[src/rtl/irq_timer_pkg.sv]
// rtl/irq_timer_pkg.sv - shared register map, TCON bit indices and default base address for irq_timer
package irq_timer_pkg;

    localparam logic [31:0] DEFAULT_BASE_ADDR = 32'h4000_0000;

    // Byte offsets inside the 16-byte register window
    localparam logic [3:0] OFF_TH   = 4'h0;
    localparam logic [3:0] OFF_TL   = 4'h4;
    localparam logic [3:0] OFF_TCON = 4'h8;
    localparam logic [3:0] OFF_TPRE = 4'hC;

    // TCON bit positions
    localparam int TCON_EN = 0;
    localparam int TCON_IE = 1;
    localparam int TCON_ST = 2;

    localparam int TPRE_W = 16;

endpackage

[src/rtl/irq_timer_prescaler.sv]
// rtl/irq_timer_prescaler.sv - timer_prescaler: divides the enabled clock into ticks every tpre+1 cycles
module timer_prescaler
    import irq_timer_pkg::*;
(
    input  logic              clk,
    input  logic              reset,
    input  logic [TPRE_W-1:0] tpre,
    input  logic              enable,
    input  logic              clear,
    output logic              tick
);

    logic [TPRE_W-1:0] cnt;

    assign tick = enable && (cnt == tpre);

    // Prescale counter: held at zero while disabled or on a TPRE store, wraps at tpre
    always_ff @(posedge clk or posedge reset) begin
        if (reset) begin
            cnt <= '0;
        end else if (clear || !enable) begin
            cnt <= '0;
        end else if (cnt == tpre) begin
            cnt <= '0;
        end else begin
            cnt <= cnt + 1'b1;
        end
    end

endmodule

[src/rtl/irq_timer.sv]
// rtl/irq_timer.sv - memory-mapped 32-bit reload timer with level IRQ; optional TPRE under IRQ_TIMER_PRESCALE_EN
module irq_timer
    import irq_timer_pkg::*;
#(
    parameter logic [31:0] BASE_ADDR = DEFAULT_BASE_ADDR
) (
    input  logic        clk,
    input  logic        reset,
    input  logic [31:0] Address,
    input  logic [31:0] WriteData,
    input  logic        MemWr,
    input  logic        MemRd,
    output logic [31:0] ReadData,
    output logic        IRQ
);

    logic [31:0] th;
    logic [31:0] tl;
    logic [2:0]  tcon;
    logic        hit;
    logic [3:0]  off;
    logic        wr_th;
    logic        wr_tl;
    logic        wr_tcon;
    logic        tick;
    logic        ovf;
    logic        set_status;
    logic [1:0]  unused_addr_lsb;

    assign unused_addr_lsb = Address[1:0];

    assign hit     = (Address[31:4] == BASE_ADDR[31:4]);
    assign off     = {Address[3:2], 2'b00};
    assign wr_th   = MemWr && hit && (off == OFF_TH);
    assign wr_tl   = MemWr && hit && (off == OFF_TL);
    assign wr_tcon = MemWr && hit && (off == OFF_TCON);

`ifdef IRQ_TIMER_PRESCALE_EN
    logic [TPRE_W-1:0] tpre;
    logic              wr_tpre;

    assign wr_tpre = MemWr && hit && (off == OFF_TPRE);

    // TPRE register
    always_ff @(posedge clk or posedge reset) begin
        if (reset) begin
            tpre <= '0;
        end else if (wr_tpre) begin
            tpre <= WriteData[TPRE_W-1:0];
        end
    end

    timer_prescaler u_prescaler (
        .clk    (clk),
        .reset  (reset),
        .tpre   (tpre),
        .enable (tcon[TCON_EN]),
        .clear  (wr_tpre),
        .tick   (tick)
    );
`else
    assign tick = tcon[TCON_EN];
`endif

    // Tick decisions use the pre-edge TCON, so a store clearing enable still lets this edge count
    assign ovf        = tick && (tl == 32'hFFFF_FFFF);
    assign set_status = ovf && tcon[TCON_IE];

    // TH reload register
    always_ff @(posedge clk or posedge reset) begin
        if (reset) begin
            th <= '0;
        end else if (wr_th) begin
            th <= WriteData;
        end
    end

    // TL counter: a store beats the tick; an overflow reloads from the pre-edge TH
    always_ff @(posedge clk or posedge reset) begin
        if (reset) begin
            tl <= '0;
        end else if (wr_tl) begin
            tl <= WriteData;
        end else if (ovf) begin
            tl <= th;
        end else if (tick) begin
            tl <= tl + 32'd1;
        end
    end

    // TCON: a store on the overflow edge cannot drop the status event
    always_ff @(posedge clk or posedge reset) begin
        if (reset) begin
            tcon <= '0;
        end else if (wr_tcon) begin
            tcon <= {WriteData[TCON_ST] | set_status, WriteData[TCON_IE], WriteData[TCON_EN]};
        end else if (set_status) begin
            tcon[TCON_ST] <= 1'b1;
        end
    end

    assign IRQ = tcon[TCON_IE] & tcon[TCON_ST];

    // Load data mux, zero outside the window or when not reading
    always_comb begin
        ReadData = '0;
        if (MemRd && hit) begin
            case (off)
                OFF_TH:   ReadData = th;
                OFF_TL:   ReadData = tl;
                OFF_TCON: ReadData = {29'd0, tcon};
`ifdef IRQ_TIMER_PRESCALE_EN
                OFF_TPRE: ReadData = {{(32-TPRE_W){1'b0}}, tpre};
`endif
                default:  ReadData = '0;
            endcase
        end
    end

endmodule
[config.mk]
export PLATFORM = sky130hd
export DESIGN_NAME = irq_timer
export DESIGN_NICKNAME = d
export VERILOG_FILES = /design/src/rtl/irq_timer_pkg.sv /design/src/rtl/irq_timer_prescaler.sv /design/src/rtl/irq_timer.sv
export SDC_FILE = /design/constraint.sdc
export NUM_CORES = 1
export LEC_CHECK = 0
export CAP_MARGIN = 15
export CORE_UTILIZATION = 50
export DETAILED_ROUTE_END_ITERATION = 10
export PLACE_DENSITY = 0.78
export SYNTH_ARGS = -nofsm -noshare
export SYNTH_HDL_FRONTEND = slang
export SYNTH_SLANG_ARGS = --single-unit
export TNS_END_PERCENT = 30
[constraint.sdc]
create_clock -name clk -period 2.7 [get_ports clk]
set_clock_uncertainty 0.15 [all_clocks]
set_input_delay 0.405 -clock clk [delete_from_list [all_inputs] [get_ports clk]]
set_output_delay 0.405 -clock clk [all_outputs]
set_load 0.05 [all_outputs]
### Word level (Yosys, flattened, before mapping)

Index checks and enable logic that the tools add are counted.

* $add $sub $neg: 1
* equality and inequality tests: 4
* multiplexer cells: 7
* bitwise gates (word level): 2
* reductions and logical operators: 10

Operators with widths (count)
* $mux W32: 4
* $pmux W32 S3: 1
* $add A32 B1 Y32 const B: 1
* $eq A32 B32 Y1 const B: 1
* $eq A28 B27 Y1 const B: 1
* $logic_and A1 B1 Y1: 7
* $logic_not A4 Y1: 1
* $reduce_bool A3 Y1: 1
* $eq A2 B1 Y1 const B: 1
* $eq A2 B2 Y1 const B: 1
* $mux W1: 2
* $reduce_bool A2 Y1: 1
* $and A1 B1 Y1: 1
* $or A1 B1 Y1: 1

* flip-flop bits (word level): 67
* input bits: 68
* output and inout port bits: 33
* word-level logic and storage cells: 28

### Depth between registers and ports, before layout

* depth in word-level cells: 5
* mapped depth: 10
* gate-level depth less buffers: 7

### Least setup slack after synthesis

No wires, ideal clock.

* path type: input to output
* start: input Address[13]
* end: output ReadData[21]
* arrival time: 2.275 ns
* data required time: 2.145 ns
* slack: -0.130 ns
* stages on the path: 7
* path buffers: 2
* cells stage by stage: nor4b_1 > nand4_1 > nor3_1 > nand2_1 > clkbuf_1 > clkbuf_1 > nor2_1

* cells in the longest elaborated chain, start to end: 3

Ends and longest elaborated chain
* start: declaration: line irq_timer.sv:9 `input logic [31:0] Address,`
* $eq A28 B27 Y1: line irq_timer.sv:32 `assign hit = (Address[31:4] == BASE_ADDR[31:4]);`
* $logic_and A1 B1 Y1: line irq_timer.sv:107 `if (MemRd && hit) begin`
* $mux W32: line irq_timer.sv:107
* end: declaration: line irq_timer.sv:13 `output logic [31:0] ReadData,`

Every way passes these cells.

### Final worst setup path

* start: input Address[19]
* end: output ReadData[30]

Same word-level chain as after synthesis.

==> flow_summary_export.csv <==
group,metric,value,unit
status,status,"completed",
clock_network,clockRootBuffer,"clkbuf_8",
clock_network,clk_path_buf_depth,2,
logic_synthesis,synth.area.top_cells,"dfrtp_1 (40%), mux2_2 (9.9%), mux2i_1 (9.3%), nor2_1 (5.2%), nand2_1 (3.9%)",
floorplanning,core,8180,um2
global_routing,grt_pass1_wl,20.4,mm
critical_path,crit_buf_inv,3,
clock_network,clock_sinks,67,
logic_synthesis,ys_top_cells_by_count,"dfrtp_1 (67), nor2_1 (58), nand2_1 (44), mux2i_1 (39), mux2_2 (37)",
route,post_drt_wl_per_cell,19.7,um
placed_design,place_congestion,0.856,
critical_path,max_stage_delay,0.41,ns
clock_network,tritoncts,"yes",
timing,final_max_slew_viol_count,0,
timing,worst_slew_pin_slew,0.622,ns
logic_synthesis,synth.avg_cell_area,9.19,um2
global_routing,gr-total-overflow,0,
timing,min_period,2.65,ns
timing,relSlewSlack,58.2,%
logic_synthesis,synth.most_common_cell,"dfrtp_1",
layout,fin_area,6310,um2
critical_path,crit_path_end_kind,"output pin",
critical_path,crit_chain,"clkdlybuf4s50_1 -> nor4_2 -> nand3_1 -> nor3_2 -> nand2_2 -> buf_12 -> nor2_2 -> buf_12",
floorplanning,row_count,33,
route,wl,13.3,mm
timing,finalSetupTns,0,ns
route,drc_errors,0,
run,cap_violations,0,
floorplanning,die_area,8790,um2
placed_design,dpl_cell_area,5740,um2
layout,drive_above_1_share,28.5,%
route,firstDrtPassIters,5,
timing,fmax,0.378,GHz
critical_path,critPathRequiredTime,2.14,ns
timing,setup_viol,0,
logic_synthesis,synth-seq-cells,67,
critical_path,crit_slowest_cell,"clkdlybuf4s50_1",
logic_synthesis,syn_inst,458,
critical_path,crit_fanout,8,
floorplanning,io_pins,101,
global_routing,grt_pass1_vias,4133,
timing,hold_viol,0,
pwr,power_leakage,2.83,nW
logic_synthesis,netlist_area,4210,um2
logic_synthesis,synth_nets,527,
floorplanning,start_util,51.5,%
critical_path,crit_family,"simple AND/OR/NAND/NOR gates",
pwr,p_per_area,323,nW/um2
placed_design,dp_hpwl,8.42,mm
floorplanning,die_w,93.8,um
logic_synthesis,yosysSeqAreaShare,39.8,%
route,via_per_inst,6.36,
clock_network,clk_pin_slew_worst_paths,0.08,ns
global_routing,grtUsageTotal,29.8,%
logic_synthesis,ys_warn_count,0,
global_routing,grt_start_max_net_pins,68,
layout,fin_nets,636,
logic_synthesis,synthFlopType,"dfrtp_1",
logic_synthesis,synth.top_cell.area_share,39.8,%
layout,n_fill_cell,521,
worst_hold_path,holdCritPathClass,"input port to async pin",
route,drtIter0Drc,330,
layout,syn2layout_area_growth,49.8,%
critical_path,cp-start-kind,"input port",
logic_synthesis,synth-edff-count,0,
clock_network,numCtsBuffers,9,
placed_design,io_buffer_count,98,
logic_synthesis,ys_types,51,
pwr,peakVddDrop,0.283,mV
route,num_vias,4307,
global_routing,antenna_found_initial,0,
clock_network,h-tree-depth,3,
logic_synthesis,ys_async_sr_fraction,100,%
clock_network,clock_latency,0.35,ns
timing,fin_crit_sh,98.1,%
critical_path,cp.arrival,2.09,ns
route,ant_nets,0,
layout,antenna_cells,0,
critical_path,worst_path_most_repeated_cell,"buf_12",
critical_path,critPathKind,"input port to output pin",
logic_synthesis,synth_top_area_cell,"dfrtp_1",
floorplanning,die_h,93.8,um
area by class of cell:
class	count	area (um2)	area share (%)
clock buffer	11	141	2.24
clock inverter	5	52.6	0.833
inverter	5	18.8	0.298
multi-input combinational	355	2610	41.3
sequential	67	1680	26.6
tap	105	131	2.08
timing repair buffer	129	1680	26.6
metrics by stage:
step | worst slack (ns) | std cells | utilization, % | power, mW | hold slack, ns
final | 0.0517 | 677 | 77.1 | 2.04 | 0.270
after global routing | -0.0276 | 677 | 77.1 | 2.10 | 0.324
after CTS | -0.0128 | 673 | 74.2 | 2.04 | 0.310
after detailed placement | -0.170 | 657 | 70.2 | 1.20 | 0.369
after global placement | -0.110 | 657 | 70.2 | 1.20 | 0.359
after floorplan | -0.130 | 458 | - | 1.07 | 0.344
sequential cells by signal (all words and copies together) (netlist names):
name / flops
tl: 32
tcon: 3
th: 32
cells by family (layout without fill, tap and decap cells):
group / after synthesis / in the layout / synth area share, %
simple gates: 187 / 187 / 22.3
xor+xnor: 8 / 8 / 1.66
flops: 67 / 67 / 39.8
compound gates: 83 / 83 / 12.6
mux: 76 / 76 / 19.2
fa+ha+maj: 1 / 1 / 0.297
buf+inv: 36 / 150 / 4.10
cell usage in the layout, fill, tap and decap left out, types with 24 or more instances in the layout:
| master | instances |
|---|---|
| clkdlybuf4s50_1 | 40 |
| nor2_1 | 29 |
| buf_12 | 36 |
| dlymetal6s2s_1 | 25 |
| nand2_1 | 43 |
| mux2i_1 | 39 |
| dfrtp_1 | 67 |
| buf_4 | 24 |
| mux2_2 | 37 |
routing by layer:
metal / track usage [%] / vias up / part of all wire (%)
met2: 50.4 / 273 / 49
li1: - / 1900 / -
met1: 38.3 / 2080 / 39
met5: 0 / - / 0
met3: 4.21 / 54 / 9.0
met4: 12.2 / 0 / 3.1
final timing paths:
kind / cells after the start / slack [ns] / from / endpoint
min in group clk: 1 / 0.39 / th[11] / th[11]
worst min-delay path: 3 / 0.27 / reset / th[8]
worst max-delay path: 8 / 0.05 / Address[19] / ReadData[30]
max in group asynchronous: 3 / 1.81 / reset / tl[30]
worst max register to register: 7 / 0.10 / tl[4] / tl[3]
worst min register to register: 1 / 0.39 / th[11] / th[11]
tightest hold or removal path: cells and delay by family:
family                 cells  cell delay (ns)
buffers and inverters      3             0.77
where the power goes:
group          internal, mW  leakage (nW)  switching [mW]
combinational         0.106          1.94          0.0824
sequential             1.00         0.795     0.000000283
clock                 0.447        0.0991           0.402
what timing repair did:
item | CTS | global route
pin swaps | 3 | 15
buffers inserted | 0 | 1
resized for setup | 39 | 47
cloned | 0 | 3
hold buffers | 0 | 0
endpoints found under the setup margin | 29 | 33
Note: power is estimated with default switching activity, not from simulation.
